<file path="src/rtl/video_crop.sv">
// video_crop: measures the active raster from the blank signals and locks
// once two consecutive frames agree. While locked and enabled it blanks a
// programmable border on all four sides. One ce_pix of latency on all outputs.
module video_crop (
    input  logic       clk_vid,
    input  logic       reset_n,
    input  logic       ce_pix,
    input  logic       crop_en,
    input  logic [5:0] crop_h,
    input  logic [4:0] crop_v,
    input  logic [7:0] R_in,
    input  logic [7:0] G_in,
    input  logic [7:0] B_in,
    input  logic       HSync_in,
    input  logic       VSync_in,
    input  logic       HBlank_in,
    input  logic       VBlank_in,
    output logic [7:0] R_out,
    output logic [7:0] G_out,
    output logic [7:0] B_out,
    output logic       HSync_out,
    output logic       VSync_out,
    output logic       HBlank_out,
    output logic       VBlank_out,
    output logic [9:0] active_w,
    output logic [8:0] active_h,
    output logic       locked
);

    typedef enum logic [1:0] {
        S_UNLOCKED  = 2'd0,
        S_MEASURING = 2'd1,
        S_LOCKED    = 2'd2
    } state_t;

    // Raster measurement state
    logic       hb_q, vb_q;
    logic [9:0] x_q;
    logic [8:0] y_q;
    logic [9:0] frame_w_q;
    logic       frame_bad_q;
    logic       first_line_q;

    // Geometry FSM state
    state_t     state_q, state_d;
    logic [9:0] cand_w_q, cand_w_d;
    logic [8:0] cand_h_q, cand_h_d;
    logic [9:0] active_w_q, active_w_d;
    logic [8:0] active_h_q, active_h_d;

    // Output registers
    logic [7:0] r_q, g_q, b_q;
    logic       hs_q, vs_q, hblank_q, vblank_q;

    // Edge and frame-summary terms
    logic       hb_rise, vb_rise, line_end, frame_end;
    logic [9:0] x_inc, frame_w_eff;
    logic [8:0] y_inc, frame_h_eff;
    logic       width_mismatch, frame_valid;

    // Crop terms
    logic        crop_gate, hz_hit, vt_hit, crop_hz, crop_vt, crop_any;
    logic [10:0] x_sum;
    logic [9:0]  y_sum;

    assign hb_rise   = ~hb_q & HBlank_in;
    assign vb_rise   = ~vb_q & VBlank_in;
    // A line that ends on the same pixel as VBlank rises still counts, so the
    // last line is included in the frame height.
    assign line_end  = ce_pix & hb_rise & (~VBlank_in | vb_rise);
    assign frame_end = ce_pix & vb_rise;

    assign x_inc = (x_q == 10'h3FF) ? x_q : x_q + 10'd1;
    assign y_inc = (y_q == 9'h1FF)  ? y_q : y_q + 9'd1;

    // Frame summary as it will be once this pixel's line-end update lands
    assign width_mismatch = ~first_line_q & (x_q != frame_w_q);
    assign frame_w_eff    = (line_end & first_line_q) ? x_q : frame_w_q;
    assign frame_h_eff    = line_end ? y_inc : y_q;
    assign frame_valid    = ~(frame_bad_q | (line_end & width_mismatch))
                            & (frame_h_eff != 9'd0);

    // Pixel/line counters and per-frame width consistency tracking
    always_ff @(posedge clk_vid or negedge reset_n) begin
        if (!reset_n) begin
            hb_q         <= 1'b1;
            vb_q         <= 1'b1;
            x_q          <= 10'd0;
            y_q          <= 9'd0;
            frame_w_q    <= 10'd0;
            frame_bad_q  <= 1'b0;
            first_line_q <= 1'b1;
        end else if (ce_pix) begin
            hb_q <= HBlank_in;
            vb_q <= VBlank_in;
            x_q  <= HBlank_in ? 10'd0 : x_inc;
            if (VBlank_in)
                y_q <= 9'd0;
            else if (line_end)
                y_q <= y_inc;
            if (frame_end) begin
                frame_bad_q  <= 1'b0;
                first_line_q <= 1'b1;
            end else if (line_end) begin
                if (first_line_q) begin
                    frame_w_q    <= x_q;
                    first_line_q <= 1'b0;
                end else if (width_mismatch) begin
                    frame_bad_q  <= 1'b1;
                end
            end
        end
    end

    // Geometry FSM: state and geometry registers
    always_ff @(posedge clk_vid or negedge reset_n) begin
        if (!reset_n) begin
            state_q    <= S_UNLOCKED;
            cand_w_q   <= 10'd0;
            cand_h_q   <= 9'd0;
            active_w_q <= 10'd0;
            active_h_q <= 9'd0;
        end else begin
            state_q    <= state_d;
            cand_w_q   <= cand_w_d;
            cand_h_q   <= cand_h_d;
            active_w_q <= active_w_d;
            active_h_q <= active_h_d;
        end
    end

    // Geometry FSM: next state, evaluated only at frame end
    always_comb begin
        state_d    = state_q;
        cand_w_d   = cand_w_q;
        cand_h_d   = cand_h_q;
        active_w_d = active_w_q;
        active_h_d = active_h_q;
        if (frame_end) begin
            case (state_q)
                S_UNLOCKED: begin
                    if (frame_valid) begin
                        state_d  = S_MEASURING;
                        cand_w_d = frame_w_eff;
                        cand_h_d = frame_h_eff;
                    end
                end
                S_MEASURING: begin
                    if (!frame_valid) begin
                        state_d = S_UNLOCKED;
                    end else if (frame_w_eff == cand_w_q && frame_h_eff == cand_h_q) begin
                        state_d    = S_LOCKED;
                        active_w_d = cand_w_q;
                        active_h_d = cand_h_q;
                    end else begin
                        cand_w_d = frame_w_eff;
                        cand_h_d = frame_h_eff;
                    end
                end
                S_LOCKED: begin
                    if (!frame_valid || frame_w_eff != active_w_q || frame_h_eff != active_h_q)
                        state_d = S_UNLOCKED;
                end
                default: state_d = S_UNLOCKED;
            endcase
        end
    end

    // Geometry FSM: outputs
    always_comb begin
        locked   = (state_q == S_LOCKED);
        active_w = active_w_q;
        active_h = active_h_q;
    end

    // Border test for the current pixel; oversized crops simply blank everything
    always_comb begin
        crop_gate = crop_en & locked & ~HBlank_in & ~VBlank_in;
        x_sum     = {1'b0, x_q} + {5'd0, crop_h};
        y_sum     = {1'b0, y_q} + {5'd0, crop_v};
        hz_hit    = (x_q < {4'd0, crop_h}) | (x_sum >= {1'b0, active_w_q});
        vt_hit    = (y_q < {4'd0, crop_v}) | (y_sum >= {1'b0, active_h_q});
        crop_hz   = crop_gate & hz_hit;
        crop_vt   = crop_gate & vt_hit;
        crop_any  = crop_hz | crop_vt;
    end

    // Output pixel register
    always_ff @(posedge clk_vid or negedge reset_n) begin
        if (!reset_n) begin
            r_q      <= 8'd0;
            g_q      <= 8'd0;
            b_q      <= 8'd0;
            hs_q     <= 1'b0;
            vs_q     <= 1'b0;
            hblank_q <= 1'b1;
            vblank_q <= 1'b1;
        end else if (ce_pix) begin
            r_q      <= crop_any ? 8'd0 : R_in;
            g_q      <= crop_any ? 8'd0 : G_in;
            b_q      <= crop_any ? 8'd0 : B_in;
            hs_q     <= HSync_in;
            vs_q     <= VSync_in;
            hblank_q <= HBlank_in | crop_hz;
            vblank_q <= VBlank_in | crop_vt;
        end
    end

    assign R_out      = r_q;
    assign G_out      = g_q;
    assign B_out      = b_q;
    assign HSync_out  = hs_q;
    assign VSync_out  = vs_q;
    assign HBlank_out = hblank_q;
    assign VBlank_out = vblank_q;

endmodule

</file>
<file path="config.mk">
export PLATFORM = sky130hd
export DESIGN_NAME = video_crop
export DESIGN_NICKNAME = d
export VERILOG_FILES = /design/src/rtl/video_crop.sv
export SDC_FILE = /design/constraint.sdc
export NUM_CORES = 1
export LEC_CHECK = 0
export BUFFER_PORTS_ARGS = -buffer_cell sky130_fd_sc_hd__buf_4
export CORE_MARGIN = 2
export CORE_UTILIZATION = 40
export CTS_CLUSTER_SIZE = 10
export DETAILED_ROUTE_END_ITERATION = 16
export MAX_ROUTING_LAYER = met4
export REMOVE_ABC_BUFFERS = 1
export SETUP_SLACK_MARGIN = 0.3
export SKIP_LAST_GASP = 1
export SLEW_MARGIN = 40
export SYNTH_ARGS = -nofsm -noshare
export SYNTH_HDL_FRONTEND = slang
export SYNTH_SLANG_ARGS = --single-unit
</file>
<file path="constraint.sdc">
create_clock -name clk_vid -period 4.25 [get_ports clk_vid]
set_input_delay 0.2125 -clock clk_vid [delete_from_list [all_inputs] [get_ports clk_vid]]
set_output_delay 0.2125 -clock clk_vid [all_outputs]
set_load 0.02 [all_outputs]
</file>
==> results of run 1 <==
power groups by stage:
stage	combinational, mW	clock (mW)	sequential (mW)
after global routing	0.895	0.974	1.23
final	0.807	0.915	1.22
after floorplan	0.481	0	1.23
after CTS	0.809	0.938	1.21
after global placement	0.796	0	1.23
after detailed placement	0.809	0	1.23
worst register-to-register path, stage by stage, from the launching register on:
cell and delay [ns]:
sky130_fd_sc_hd__dfrtp_1 0.36, sky130_fd_sc_hd__ha_1 0.38, sky130_fd_sc_hd__nand3_2 0.21, sky130_fd_sc_hd__nor4_1 0.46
sky130_fd_sc_hd__mux2i_2 0.44, sky130_fd_sc_hd__or4b_1 0.50, sky130_fd_sc_hd__a211oi_2 0.28, sky130_fd_sc_hd__nand2b_1 0.27
sky130_fd_sc_hd__nor4_4 0.07, sky130_fd_sc_hd__buf_4 0.27, sky130_fd_sc_hd__mux2_4 0.34
logic make-up after synthesis:
| kind of cell | after synthesis | synth area share (%) |
|---|---|---|
| simple gates | 154 | 12.3 |
| mux | 52 | 8.66 |
| xor+xnor | 60 | 7.94 |
| fa+ha+maj | 45 | 8.51 |
| compound gates | 177 | 18.5 |
| buf+inv | 109 | 6.73 |
| flops | 101 | 37.3 |
final timing paths:
check / end / slack, ns / cells past startpoint / from
max in group asynchronous: y_q[3]$_DFFE_PN0P_ / 2.96 / 3 / reset_n
hold / removal: B_out[7]$_DFFE_PN0P_ / 0.07 / 2 / B_in[7]
setup reg to reg: cand_h_q[3]$_DFFE_PN0P_ / 0.57 / 10 / y_q[1]$_DFFE_PN0P_
min in group asynchronous: active_w[4]$_DFFE_PN0P_ / 0.45 / 2 / reset_n
setup / recovery: cand_h_q[3]$_DFFE_PN0P_ / 0.57 / 10 / y_q[1]$_DFFE_PN0P_
hold reg to reg: HBlank_out$_DFFE_PN1P_ / 0.50 / 2 / HBlank_out$_DFFE_PN1P_
stage by stage:
stage	setup WS, ns	instances	area, µm²	hold slack [ns]
3_5_place_dp	0.399	985	7690	0.297
4_1_cts	0.418	1002	8020	0.0525
3_3_place_gp	0.572	985	7680	0.427
5_1_grt	0.350	1004	8060	0.0535
2_1_floorplan	0.0400	660	6600	-0.0831
6_report	0.572	1004	8060	0.0673
layout by cell type (no fill, tap or decap), drive strengths merged, types with 7 or more instances in the layout:
| master | netlist | layout |
|---|---|---|
| nor4 | 9 | 9 |
| a22o | 26 | 26 |
| dfrtp | 96 | 96 |
| a21oi | 30 | 30 |
| o21a | 11 | 11 |
| nand4 | 11 | 11 |
| ha | 43 | 43 |
| clkbuf | 19 | 9 |
| o22ai | 9 | 9 |
| nand3 | 14 | 14 |
| mux2 | 23 | 23 |
| mux2i | 28 | 28 |
| buf | 19 | 107 |
| nand2 | 30 | 30 |
| a21o | 11 | 11 |
| a31oi | 8 | 8 |
| nor2 | 41 | 41 |
| xor2 | 29 | 29 |
| xnor2 | 30 | 30 |
| o21ai | 27 | 27 |
| nor3 | 16 | 16 |
| inv | 71 | 74 |
| nand2b | 7 | 7 |
layer usage:
metal / vias to the layer above / global-route usage, %
met5: - / -
met4: 0 / 7.25
met3: 29 / 3.02
met2: 214 / 35.7
met1: 2787 / 33.0
li1: 2657 / -
state kept, by name, summed over array words and instances, names as in the netlist, 2 cells and up:
register / flops
B_out: 8
R_out: 8
G_out: 8
active_w: 10
x_q: 10
state_q: 2
y_q: 9
active_h: 9
frame_w_q: 10
cand_h_q: 9
cand_w_q: 10
repair_timing:
item / 4_1_cts / 5_1_grt
endpoints found under the setup margin: 0 / 20
hold endpoints to repair: 72 / 0
resized for setup: 0 / 4
hold buffers: 1 / 0
setup buffers: 0 / 2
cell usage after synthesis (6+ instances only):
library cell,number
sky130_fd_sc_hd__and3_1,6
sky130_fd_sc_hd__o22ai_1,9
sky130_fd_sc_hd__clkbuf_1,19
sky130_fd_sc_hd__mux2i_1,28
sky130_fd_sc_hd__nor3_1,14
sky130_fd_sc_hd__o21bai_1,6
sky130_fd_sc_hd__nor2_1,40
sky130_fd_sc_hd__o21a_1,11
sky130_fd_sc_hd__a22o_1,26
sky130_fd_sc_hd__dfrtp_1,96
sky130_fd_sc_hd__inv_1,71
sky130_fd_sc_hd__buf_2,11
sky130_fd_sc_hd__o21ai_0,26
sky130_fd_sc_hd__nor4_1,7
sky130_fd_sc_hd__xor2_1,29
sky130_fd_sc_hd__a21oi_1,29
sky130_fd_sc_hd__nand2_1,29
sky130_fd_sc_hd__ha_1,43
sky130_fd_sc_hd__nand3_1,12
sky130_fd_sc_hd__mux2_2,9
sky130_fd_sc_hd__a21o_1,11
sky130_fd_sc_hd__buf_4,7
sky130_fd_sc_hd__mux2_1,7
sky130_fd_sc_hd__nand4_1,10
sky130_fd_sc_hd__a31oi_1,8
sky130_fd_sc_hd__mux2_4,7
sky130_fd_sc_hd__xnor2_1,30
sky130_fd_sc_hd__nand2b_1,7
layout make-up:
cell class                 instances  area share, %
tap                              220           3.41
inverter                          71           3.31
sequential                       101           31.4
clock buffer                       9           2.79
clock inverter                     7           1.27
timing repair buffer             108           10.1
multi-input combinational        488           47.6
==> impl_summary.log, run 1 <==
INFO  metric outcome = complete, no violations
INFO  metric clk_latency = 0.36 ns
INFO  metric grt_start_max_net_pins = just under 80
INFO  metric dpl.hpwl = 15500 µm
INFO  metric route.detailed.vias_per_inst = between 5 and 6
INFO  metric final_layout_size_suffix_gt1_share = 20.9%
INFO  metric grtUsageTotal = approximately a quarter
INFO  metric route.detailed.drc = 0
INFO  metric share_comb_of_total_power = 27.5%
INFO  metric boundaryPins = 91
INFO  metric num_vias = 5687
INFO  metric gate_count_after_technology_mapping = roughly 700
INFO  metric yosys.area.top_type = sky130_fd_sc_hd__dfrtp_1
INFO  metric std_cell_rows = 47
INFO  metric layout-area-overhead-vs-synth = 18.8%
INFO  metric maxSlewViolCount = 0
INFO  metric synthDominantCellAreaShare = ~35%
INFO  metric slew_headroom = 45.9%
INFO  metric detailedRoute.firstPassIterationCount = 5
INFO  metric final_antenna_net_count = 0
INFO  metric initial_antenna_violation_count = 0
INFO  metric max_slew.worst_pin.slew = 0.808 ns
INFO  metric core_region_area = roughly 0.017 mm²
INFO  metric io_buffers = 90
INFO  metric wl_per_cell = approximately 20 µm
INFO  metric met2RoutedLength = 9190 µm
INFO  metric rsz0062_at_grt = no
INFO  metric multi_input_area = 0.00384 mm²
INFO  metric swShare = 33.1%
INFO  metric wl_met1 = 9450 µm
INFO  metric number_of_synthesized_flops_with_an_enable_pin = 0
INFO  metric worstPathRequired = 4.48 ns
INFO  metric setup_viol_count_final = 0
INFO  metric timing.max_cap.violations = 0
INFO  metric clockBufferDepth = 2
INFO  metric synth-seq-cells = 101
INFO  metric clockRootBuffer = sky130_fd_sc_hd__clkbuf_16
INFO  metric first_global_vias = between 5000 and 6000
INFO  metric crit_buf_inv = 1
INFO  metric critical_path_peak_fanout = 20
INFO  metric final_net_count = just under 900
INFO  metric slowest_delay = 0.50 ns
INFO  metric die_width = around 130 µm
INFO  metric routed-wl-met3 = 1040 µm
INFO  metric internal_power = 1.97 mW
INFO  metric die_h = 134 µm
INFO  metric die_footprint = 0.0180 mm²
INFO  metric power.net_switching = between 0.9 and 1 mW
INFO  metric gp_congestion = 1.02
INFO  metric vdd_drop_max = 0.000317 V
INFO  metric cts-buffers-inserted = 9
INFO  metric synth.area.top_cells = sky130_fd_sc_hd__dfrtp_1 (35%), sky130_fd_sc_hd__ha_1 (7.9%), sky130_fd_sc_hd__mux2i_1 (4.1%), sky130_fd_sc_hd__inv_1 (3.9%), sky130_fd_sc_hd__xnor2_1 (3.9%)
INFO  metric cellLeakagePower = 3.77 nW
INFO  metric critPathLaunchType = flop
INFO  metric synth_sequential_area_ratio = 37.3%
INFO  metric power_frac_seq = 41.4%
INFO  metric grt_overflow = 0
INFO  metric clk_transition_reported_paths = 0.07 ns
INFO  metric initial_utilization = 40.9%
INFO  metric period_needed = 3.68 ns
INFO  metric initialDrtViolationCount = approximately 440
INFO  metric synth_ff_type = sky130_fd_sc_hd__dfrtp_1
INFO  metric timing.fmax = 272 MHz
INFO  metric worst-setup-path-type = reg -> reg
INFO  metric critical_path_arrival = 3.91 ns
INFO  metric fillCellCount = ~1600
INFO  metric finalWirelength = approximately 20000 µm
INFO  metric cp_top_family = simple AND/OR/NAND/NOR gates
INFO  metric grt_first_pass_wirelength = 32100 µm
INFO  metric clock_sinks = 101
INFO  metric synth.lib_cells_used.distinct = 79
INFO  metric cts_tree = yes
INFO  metric critical_path.cell_chain = ha_1 > nand3_2 > nor4_1 > mux2i_2 > or4b_1 > a211oi_2 > nand2b_1 > nor4_4 > buf_4 > mux2_4
INFO  metric total_power = 2.94 mW
INFO  metric clock_power_share = 31.1%
INFO  metric ant_cells = 0
INFO  metric power-per-cell-area = 365 mW/mm²
INFO  metric post-route-util = 48.6%
INFO  metric netlist_area = 0.00679 mm²
INFO  metric crit_slowest_cell = sky130_fd_sc_hd__or4b_1
INFO  metric fin_crit_sh = between 80 and 90%
INFO  metric area.sequential = 0.00253 mm²
INFO  metric htree_levels = 3
INFO  metric syn_avg_cell_area = between 9 and 10 µm²
INFO  metric top_signal_layer_used = met4
INFO  metric count_of_warnings_emitted_by_yosys = 0
INFO  metric final-hold-violation-count = 0
INFO  metric final.setup.tns = 0 ns
INFO  metric worst_setup_path_end_kind = flop
INFO  metric worst_clock_skew = 0.0124 ns
INFO  metric async_flop_share = 100%
INFO  metric holdCritPathClass = in -> reg
No activity file was read; power rests on OpenSTA's default activity.
==> run 2, diff against run 1 <==
--- a/config.mk
+++ b/config.mk
@@ -11,6 +11,7 @@
 export CTS_CLUSTER_SIZE = 10
 export DETAILED_ROUTE_END_ITERATION = 16
 export MAX_ROUTING_LAYER = met4
+export PLACE_DENSITY = 0.69
 export REMOVE_ABC_BUFFERS = 1
 export SETUP_SLACK_MARGIN = 0.3
 export SKIP_LAST_GASP = 1
==> run 2 against run 1 <==
Sequential cell count unchanged. Core utilization decreased by 0.20 points. Global-route usage decreased by 1.1 points. Critical endpoint is now active_h[7]$_DFFE_PN0P_. Non-clock buffer count increased by 2. Clock power decreased by 8.4%.
==> impl_summary.log, run 2 (synthesis results as in run 1) <==
INFO  metric post-route-util = 48.4% (was 48.6%)
INFO  metric fillCellCount = 1584 (was 1611)
INFO  metric layoutNonFillerInstCount = 1006 (was 1004)
INFO  metric layout_setup_ws = 0.583 ns (was 0.572 ns)
INFO  metric die_h = 134 µm (unchanged)
INFO  metric final-hold-violation-count = 0 (unchanged)
INFO  metric critical_path_peak_fanout = 16 (was 20)
INFO  metric worst_hold_path_cells = 2 (unchanged)
INFO  metric clock_sinks = 101 (unchanged)
INFO  metric final.setup.tns = 0 ns (unchanged)
INFO  metric route.detailed.vias_per_inst = 5.62 (was 5.66)
INFO  metric worst_slack_after_detailed_placement = 0.643 ns (was 0.399 ns)
INFO  metric final_antenna_net_count = 0 (unchanged)
INFO  metric dpl.cell_count = 988 (was 985)
INFO  metric worst-setup-path-type = reg -> reg (unchanged)
INFO  metric rsz0062_at_grt = no (unchanged)
INFO  metric slew_headroom = 46.9% (was 45.9%)
INFO  metric initial_antenna_violation_count = 0 (unchanged)
INFO  metric final_net_count = 869 (was 867)
INFO  metric post_cts.resized_instances = 0 (unchanged)
INFO  metric clk_latency = 0.35 ns (was 0.36 ns)
INFO  metric outcome = complete, no violations (unchanged)
INFO  metric cts-buffers-inserted = 9 (unchanged)
INFO  metric setup_viol_count_final = 0 (unchanged)
INFO  metric die_width = 134 µm (unchanged)
INFO  metric timing.fmax = 273 MHz (was 272 MHz)
INFO  metric cts-hold-fix-buffers = 1 (unchanged)
INFO  metric die_footprint = 0.0180 mm² (unchanged)
INFO  metric initialDrtViolationCount = 397 (was 443)
INFO  metric grt_start_max_net_pins = 58 (was 79)
INFO  metric layout-area-overhead-vs-synth = 18.3% (was 18.8%)
INFO  metric std_cell_rows = 47 (unchanged)
INFO  metric grt_overflow = 0 (unchanged)
INFO  metric timing.max_cap.violations = 0 (unchanged)
INFO  metric clockBufferDepth = 2 (unchanged)
INFO  metric holdCritPathClass = in -> reg (unchanged)
INFO  metric maxSlewViolCount = 0 (unchanged)
INFO  metric htree_levels = 3 (unchanged)
INFO  metric detailedRoute.firstPassIterationCount = 7 (was 5)
INFO  metric mostFrequentLayoutCell = sky130_fd_sc_hd__buf_4 (unchanged)
INFO  metric clockRootBuffer = sky130_fd_sc_hd__clkbuf_16 (unchanged)
INFO  metric cts_tree = yes (unchanged)
INFO  metric ant_cells = 0 (unchanged)
INFO  metric critical_path_arrival = 3.89 ns (was 3.91 ns)
INFO  metric core_region_area = 0.0166 mm² (unchanged)
INFO  metric layout_common_cells = sky130_fd_sc_hd__buf_4 (108), sky130_fd_sc_hd__dfrtp_1 (96), sky130_fd_sc_hd__inv_1 (71) (was sky130_fd_sc_hd__buf_4 (106), sky130_fd_sc_hd__dfrtp_1 (95), sky130_fd_sc_hd__inv_1 (70))
INFO  metric boundaryPins = 91 (unchanged)
INFO  metric max_slew.worst_pin.slew = 0.789 ns (was 0.808 ns)
INFO  metric vdd_drop_max = 0.000228 V (was 0.000317 V)
INFO  metric worst_setup_path_end_kind = flop (unchanged)
INFO  metric fin_crit_sh = 86.3% (was 86.5%)
INFO  metric gp_congestion = 0.961 (was 1.02)
INFO  metric grt_first_pass_wirelength = 30700 µm (was 32100 µm)
INFO  metric critPathLaunchType = flop (unchanged)
INFO  metric first_global_vias = 5479 (was 5768)
INFO  metric clk_transition_reported_paths = 0.08 ns (was 0.07 ns)
INFO  metric cellLeakagePower = 3.76 nW (was 3.77 nW)
INFO  metric worst_clock_skew = 0.0120 ns (was 0.0124 ns)
INFO  metric wl_per_cell = 18.9 µm (was 20.0 µm)
INFO  metric power-per-cell-area = 357 mW/mm² (was 365 mW/mm²)
INFO  metric num_vias = 5655 (was 5687)
INFO  metric grtUsageTotal = 22.5% (was 23.6%)
INFO  metric worstPathRequired = 4.48 ns (about the same)
INFO  metric period_needed = 3.67 ns (was 3.68 ns)
INFO  metric finalWirelength = 19100 µm (was 20000 µm)
INFO  metric initial_utilization = 40.9% (unchanged)
INFO  metric io_buffers = 90 (unchanged)
INFO  metric cts_setup_buffers = 0 (unchanged)
INFO  metric logic_depth_of_the_worst_register_to_register_path = 10 (unchanged)
INFO  metric route.detailed.drc = 0 (unchanged)
INFO  metric final_layout_size_suffix_gt1_share = 20.6% (was 20.9%)
INFO  metric dpl.hpwl = 14600 µm (was 15500 µm)
-- run 2: per-stage QoR --
stage                     cell area [µm²]  hold slack (ns)  total power, mW
after floorplan                      6600          -0.0831             1.72
after global placement               7700            0.319             2.02
after detailed placement             7700            0.328             2.03
after CTS                            8010           0.0625             2.87
after global routing                 8030           0.0614             3.02
final                                8030           0.0697             2.86
-- run 2: worst max-delay path: stages (launching register included) --
cell and delay (ns):
sky130_fd_sc_hd__dfrtp_1 0.37, sky130_fd_sc_hd__ha_1 0.33, sky130_fd_sc_hd__nand3_2 0.19, sky130_fd_sc_hd__nor4_1 0.34
sky130_fd_sc_hd__mux2i_1 0.59, sky130_fd_sc_hd__xnor2_1 0.20, sky130_fd_sc_hd__nand4_1 0.14, sky130_fd_sc_hd__or4_1 0.57
sky130_fd_sc_hd__nor3_4 0.15, sky130_fd_sc_hd__buf_4 0.31, sky130_fd_sc_hd__mux2_1 0.35
-- run 2: routing by layer --
| layer | up-vias | part of all wire (%) | track usage, % |
|---|---|---|---|
| li1 | 2671 | - | - |
| met1 | 2730 | 46 | 31.9 |
| met2 | 233 | 45 | 33.3 |
| met3 | 21 | 6.9 | 3.78 |
| met4 | 0 | 1.7 | 6.14 |
| met5 | - | 0 | - |
-- run 2: path summary, 6_finish.rpt --
check | startpoint | end | slack [ns]
min in group asynchronous | reset_n | x_q[3]$_DFFE_PN0P_ | 0.28
worst min-delay path | R_in[6] | R_out[6]$_DFFE_PN0P_ | 0.07
worst max-delay path | y_q[0]$_DFFE_PN0P_ | active_h[7]$_DFFE_PN0P_ | 0.58
worst max register to register | y_q[0]$_DFFE_PN0P_ | active_h[7]$_DFFE_PN0P_ | 0.58
worst min register to register | HBlank_out$_DFFE_PN1P_ | HBlank_out$_DFFE_PN1P_ | 0.49
max in group asynchronous | reset_n | cand_w_q[1]$_DFFE_PN0P_ | 3.12
-- run 2: final cells by class --
type	instances	area, µm²	area share, %
sequential	101	2530	31.6
timing repair buffer	110	841	10.5
tap	220	275	3.43
clock inverter	6	58.8	0.732
multi-input combinational	488	3820	47.5
clock buffer	10	239	2.98
inverter	71	267	3.32
-- run 2: report_power, final --
| part | leakage (nW) | switching, mW | internal, mW |
|---|---|---|---|
| logic | 2.35 | 0.450 | 0.364 |
| clock network | 0.145 | 0.407 | 0.431 |
| registers | 1.26 | 0.131 | 1.08 |
==> run 3, diff against run 2 <==
--- a/config.mk
+++ b/config.mk
@@ -7,11 +7,12 @@
 export LEC_CHECK = 0
 export BUFFER_PORTS_ARGS = -buffer_cell sky130_fd_sc_hd__buf_4
 export CORE_MARGIN = 2
-export CORE_UTILIZATION = 40
+export CORE_UTILIZATION = 60
+export CTS_BUF_LIST = sky130_fd_sc_hd__clkbuf_4
 export CTS_CLUSTER_SIZE = 10
 export DETAILED_ROUTE_END_ITERATION = 16
 export MAX_ROUTING_LAYER = met4
-export PLACE_DENSITY = 0.69
+export PLACE_DENSITY = 0.93
 export REMOVE_ABC_BUFFERS = 1
 export SETUP_SLACK_MARGIN = 0.3
 export SKIP_LAST_GASP = 1
==> run 3 against run 2 <==
Register-to-register slack barely moved. Via count rose by 7.2%. Combinational power rose by 3.9%. Sequential power barely moved. Design area rose by 0.44%. Sequential cell count did not move. Largest power group unchanged. Critical endpoint is now active_h[2]$_DFFE_PN0P_. Sequential share of layout area fell by 0.14 points. Routed wire length rose by 5.1%.
==> impl_summary.log, run 3 (synthesis results as in run 1) <==
INFO  metric outcome = complete, no violations (unchanged)
INFO  metric cts-buffers-inserted = 9 (unchanged)
INFO  metric cellLeakagePower = 3.81 nW (was 3.76 nW)
INFO  metric power-per-cell-area = 324 mW/mm² (was 357 mW/mm²)
INFO  metric timing.max_cap.violations = 0 (unchanged)
INFO  metric worst_hold_slack = 0.0171 ns (was 0.0697 ns)
INFO  metric grt_first_pass_wirelength = 31600 µm (was 30700 µm)
INFO  metric initial_utilization = 62.1% (was 40.9%)
INFO  metric htree_levels = 3 (unchanged)
INFO  metric critical_path_peak_fanout = 16 (unchanged)
INFO  metric final_layout_size_suffix_gt1_share = 20.2% (was 20.6%)
INFO  metric final_net_count = 896 (was 869)
INFO  metric dpl.hpwl = 14700 µm (was 14600 µm)
INFO  metric slew_headroom = 48.2% (was 46.9%)
INFO  metric fin_crit_sh = 86.1% (was 86.3%)
INFO  metric std_cell_rows = 38 (was 47)
INFO  metric final.setup.tns = 0 ns (unchanged)
INFO  metric timing.fmax = 273 MHz (about the same)
INFO  metric initial_antenna_violation_count = 1 (was 0)
INFO  metric post-route-util = 73.8% (was 48.4%)
INFO  metric final_antenna_net_count = 0 (unchanged)
INFO  metric clockRootBuffer = sky130_fd_sc_hd__clkbuf_4 (was sky130_fd_sc_hd__clkbuf_16)
INFO  metric max_slew.worst_pin.slew = 0.774 ns (was 0.789 ns)
INFO  metric worstSetupStartpoint = vb_q$_DFFE_PN1P_ (was y_q[0]$_DFFE_PN0P_)
INFO  metric worst_clock_skew = 0.0331 ns (was 0.0120 ns)
INFO  metric vdd_drop_max = 0.000281 V (was 0.000228 V)
INFO  metric maxSlewViolCount = 0 (unchanged)
INFO  metric setup_viol_count_final = 0 (unchanged)
INFO  metric mostFrequentLayoutCell = sky130_fd_sc_hd__buf_4 (unchanged)
INFO  metric worst_setup_path_end_kind = flop (unchanged)
INFO  metric grt_start_max_net_pins = 66 (was 58)
INFO  metric detailed_place.area = 0.00760 mm² (was 0.00770 mm²)
INFO  metric grtUsageTotal = 35.5% (was 22.5%)
INFO  metric clk_transition_reported_paths = 0.19 ns (was 0.08 ns)
INFO  metric wl_per_cell = 21.0 µm (was 18.9 µm)
INFO  metric cts_tree = yes (unchanged)
INFO  metric crit-reg2reg-launch = vb_q$_DFFE_PN1P_ (was y_q[0]$_DFFE_PN0P_)
INFO  metric layout-area-overhead-vs-synth = 18.8% (was 18.3%)
INFO  metric boundaryPins = 91 (unchanged)
INFO  metric cts_setup_buffers = 0 (unchanged)
INFO  metric total_power = 2.61 mW (was 2.86 mW)
INFO  metric critical_path.endpoint = active_h[2]$_DFFE_PN0P_ (was active_h[7]$_DFFE_PN0P_)
INFO  metric route.detailed.drc = 0 (unchanged)
INFO  metric die_width = 110 µm (was 134 µm)
INFO  metric core_region_area = 0.0109 mm² (was 0.0166 mm²)
INFO  metric gp_congestion = 1.05 (was 0.961)
INFO  metric finalWirelength = 20000 µm (was 19100 µm)
INFO  metric initialDrtViolationCount = 728 (was 397)
INFO  metric final-hold-violation-count = 0 (unchanged)
INFO  metric die_h = 110 µm (was 134 µm)
INFO  metric fillCellCount = 798 (was 1584)
INFO  metric route.detailed.vias_per_inst = 6.35 (was 5.62)
INFO  metric layout_common_cells = sky130_fd_sc_hd__buf_4 (107), sky130_fd_sc_hd__dfrtp_1 (96), sky130_fd_sc_hd__inv_1 (70) (was sky130_fd_sc_hd__buf_4 (108), sky130_fd_sc_hd__dfrtp_1 (96), sky130_fd_sc_hd__inv_1 (71))
INFO  metric worst-setup-path-type = reg -> reg (unchanged)
INFO  metric first_global_vias = 5903 (was 5479)
INFO  metric io_buffers = 90 (unchanged)
INFO  metric critical_path_arrival = 4.04 ns (was 3.89 ns)
INFO  metric grt_overflow = 0 (unchanged)
INFO  metric clock_sinks = 101 (unchanged)
INFO  metric post-route-cell-area = 0.00807 mm² (was 0.00803 mm²)
INFO  metric rsz0062_at_grt = no (unchanged)
INFO  metric logic_depth_of_the_worst_register_to_register_path = 9 (was 10)
INFO  metric die_footprint = 0.0122 mm² (was 0.0180 mm²)
INFO  metric num_vias = 6062 (was 5655)
INFO  metric clockBufferDepth = 2 (unchanged)
INFO  metric timing.rr.end = active_h[2]$_DFFE_PN0P_ (was active_h[7]$_DFFE_PN0P_)
INFO  metric detailedRoute.firstPassIterationCount = 5 (was 7)
INFO  metric rrSetupSlack = 0.59 ns (was 0.58 ns)
INFO  metric critPathLaunchType = flop (unchanged)
INFO  metric period_needed = 3.66 ns (was 3.67 ns)
INFO  metric clk_latency = 0.50 ns (was 0.35 ns)
INFO  metric holdCritPathClass = in -> reg (unchanged)
INFO  metric worstPathRequired = 4.63 ns (was 4.48 ns)
INFO  metric hold_path.startpoint = HBlank_in (was R_in[6])
==> run 3: cell types whose count changed in the layout (fill, tap and decap cells not counted), moves of 2 or more <==
| cell | before | now |
|---|---|---|
| sky130_fd_sc_hd__dlygate4sd3_1 | 1 | 28 |
| sky130_fd_sc_hd__clkbuf_16 | 9 | 0 |
| sky130_fd_sc_hd__clkbuf_4 | 0 | 9 |
| sky130_fd_sc_hd__inv_8 | 3 | 0 |
| sky130_fd_sc_hd__buf_6 | 0 | 2 |
| sky130_fd_sc_hd__inv_6 | 2 | 4 |
==> run 3: per-stage QoR <==
| step | setup WS (ns) | std cells |
|---|---|---|
| floorplan | 0.0400 | 660 |
| global placement | 0.760 | 908 |
| detailed placement | 0.614 | 908 |
| CTS | 0.601 | 952 |
| global route | 0.322 | 954 |
| finish | 0.591 | 954 |
==> run 3: worst min-delay path by stage <==
stage               slack, ns  cells past startpoint                       to
finish                   0.02                      3   HBlank_out$_DFFE_PN1P_
global route             0.01                      3   HBlank_out$_DFFE_PN1P_
CTS                    0.0003                      3   HBlank_out$_DFFE_PN1P_
detailed placement       0.37                      1  active_w[5]$_DFFE_PN0P_
global placement         0.35                      1  active_w[5]$_DFFE_PN0P_
floorplan               -0.08                      0     B_out[0]$_DFFE_PN0P_
==> run 3: power breakdown <==
part / internal (mW) / total, mW / switching (mW)
Combinational: 0.380 / 0.846 / 0.466
Clock: 0.194 / 0.557 / 0.364
Sequential: 1.08 / 1.21 / 0.127
==> run 3: what timing repair did <==
item / in CTS / in global routing
hold buffers: 28 / 0
hold endpoints to repair: 92 / 0
resized for setup: 0 / 5
setup endpoints to repair: 0 / 29
==> run 3: worst max-delay path, cell delays in order (launching register included) <==
cell                      delay, ns
sky130_fd_sc_hd__dfstp_2       0.45
sky130_fd_sc_hd__a21oi_2       0.48
sky130_fd_sc_hd__nand2_2       0.26
sky130_fd_sc_hd__nor3_1        0.61
sky130_fd_sc_hd__o32a_1        0.25
sky130_fd_sc_hd__nand4_1       0.10
sky130_fd_sc_hd__or4_1         0.58
sky130_fd_sc_hd__nor3_4        0.15
sky130_fd_sc_hd__buf_4         0.30
sky130_fd_sc_hd__mux2_1        0.36
==> run 3: final cells by class <==
type | instances | area [µm²] | area share [%]
Tap cell | 140 | 175 | 2.17
Antenna cell | 1 | 2.50 | 0.0310
Sequential cell | 101 | 2530 | 31.4
Inverter | 71 | 267 | 3.30
Multi-Input combinational cell | 488 | 3820 | 47.4
Clock buffer | 9 | 67.6 | 0.838
Timing Repair Buffer | 137 | 1110 | 13.7
Clock inverter | 7 | 90.1 | 1.12
==> run 3: metal layers <==
layer | track usage (%) | vias up | part of all wire (%)
met2 | 52.5 | 366 | 45
met5 | - | - | 0
met4 | 11.6 | 0 | 3.2
li1 | - | 2726 | -
met1 | 48.9 | 2908 | 42
met3 | 7.82 | 62 | 10
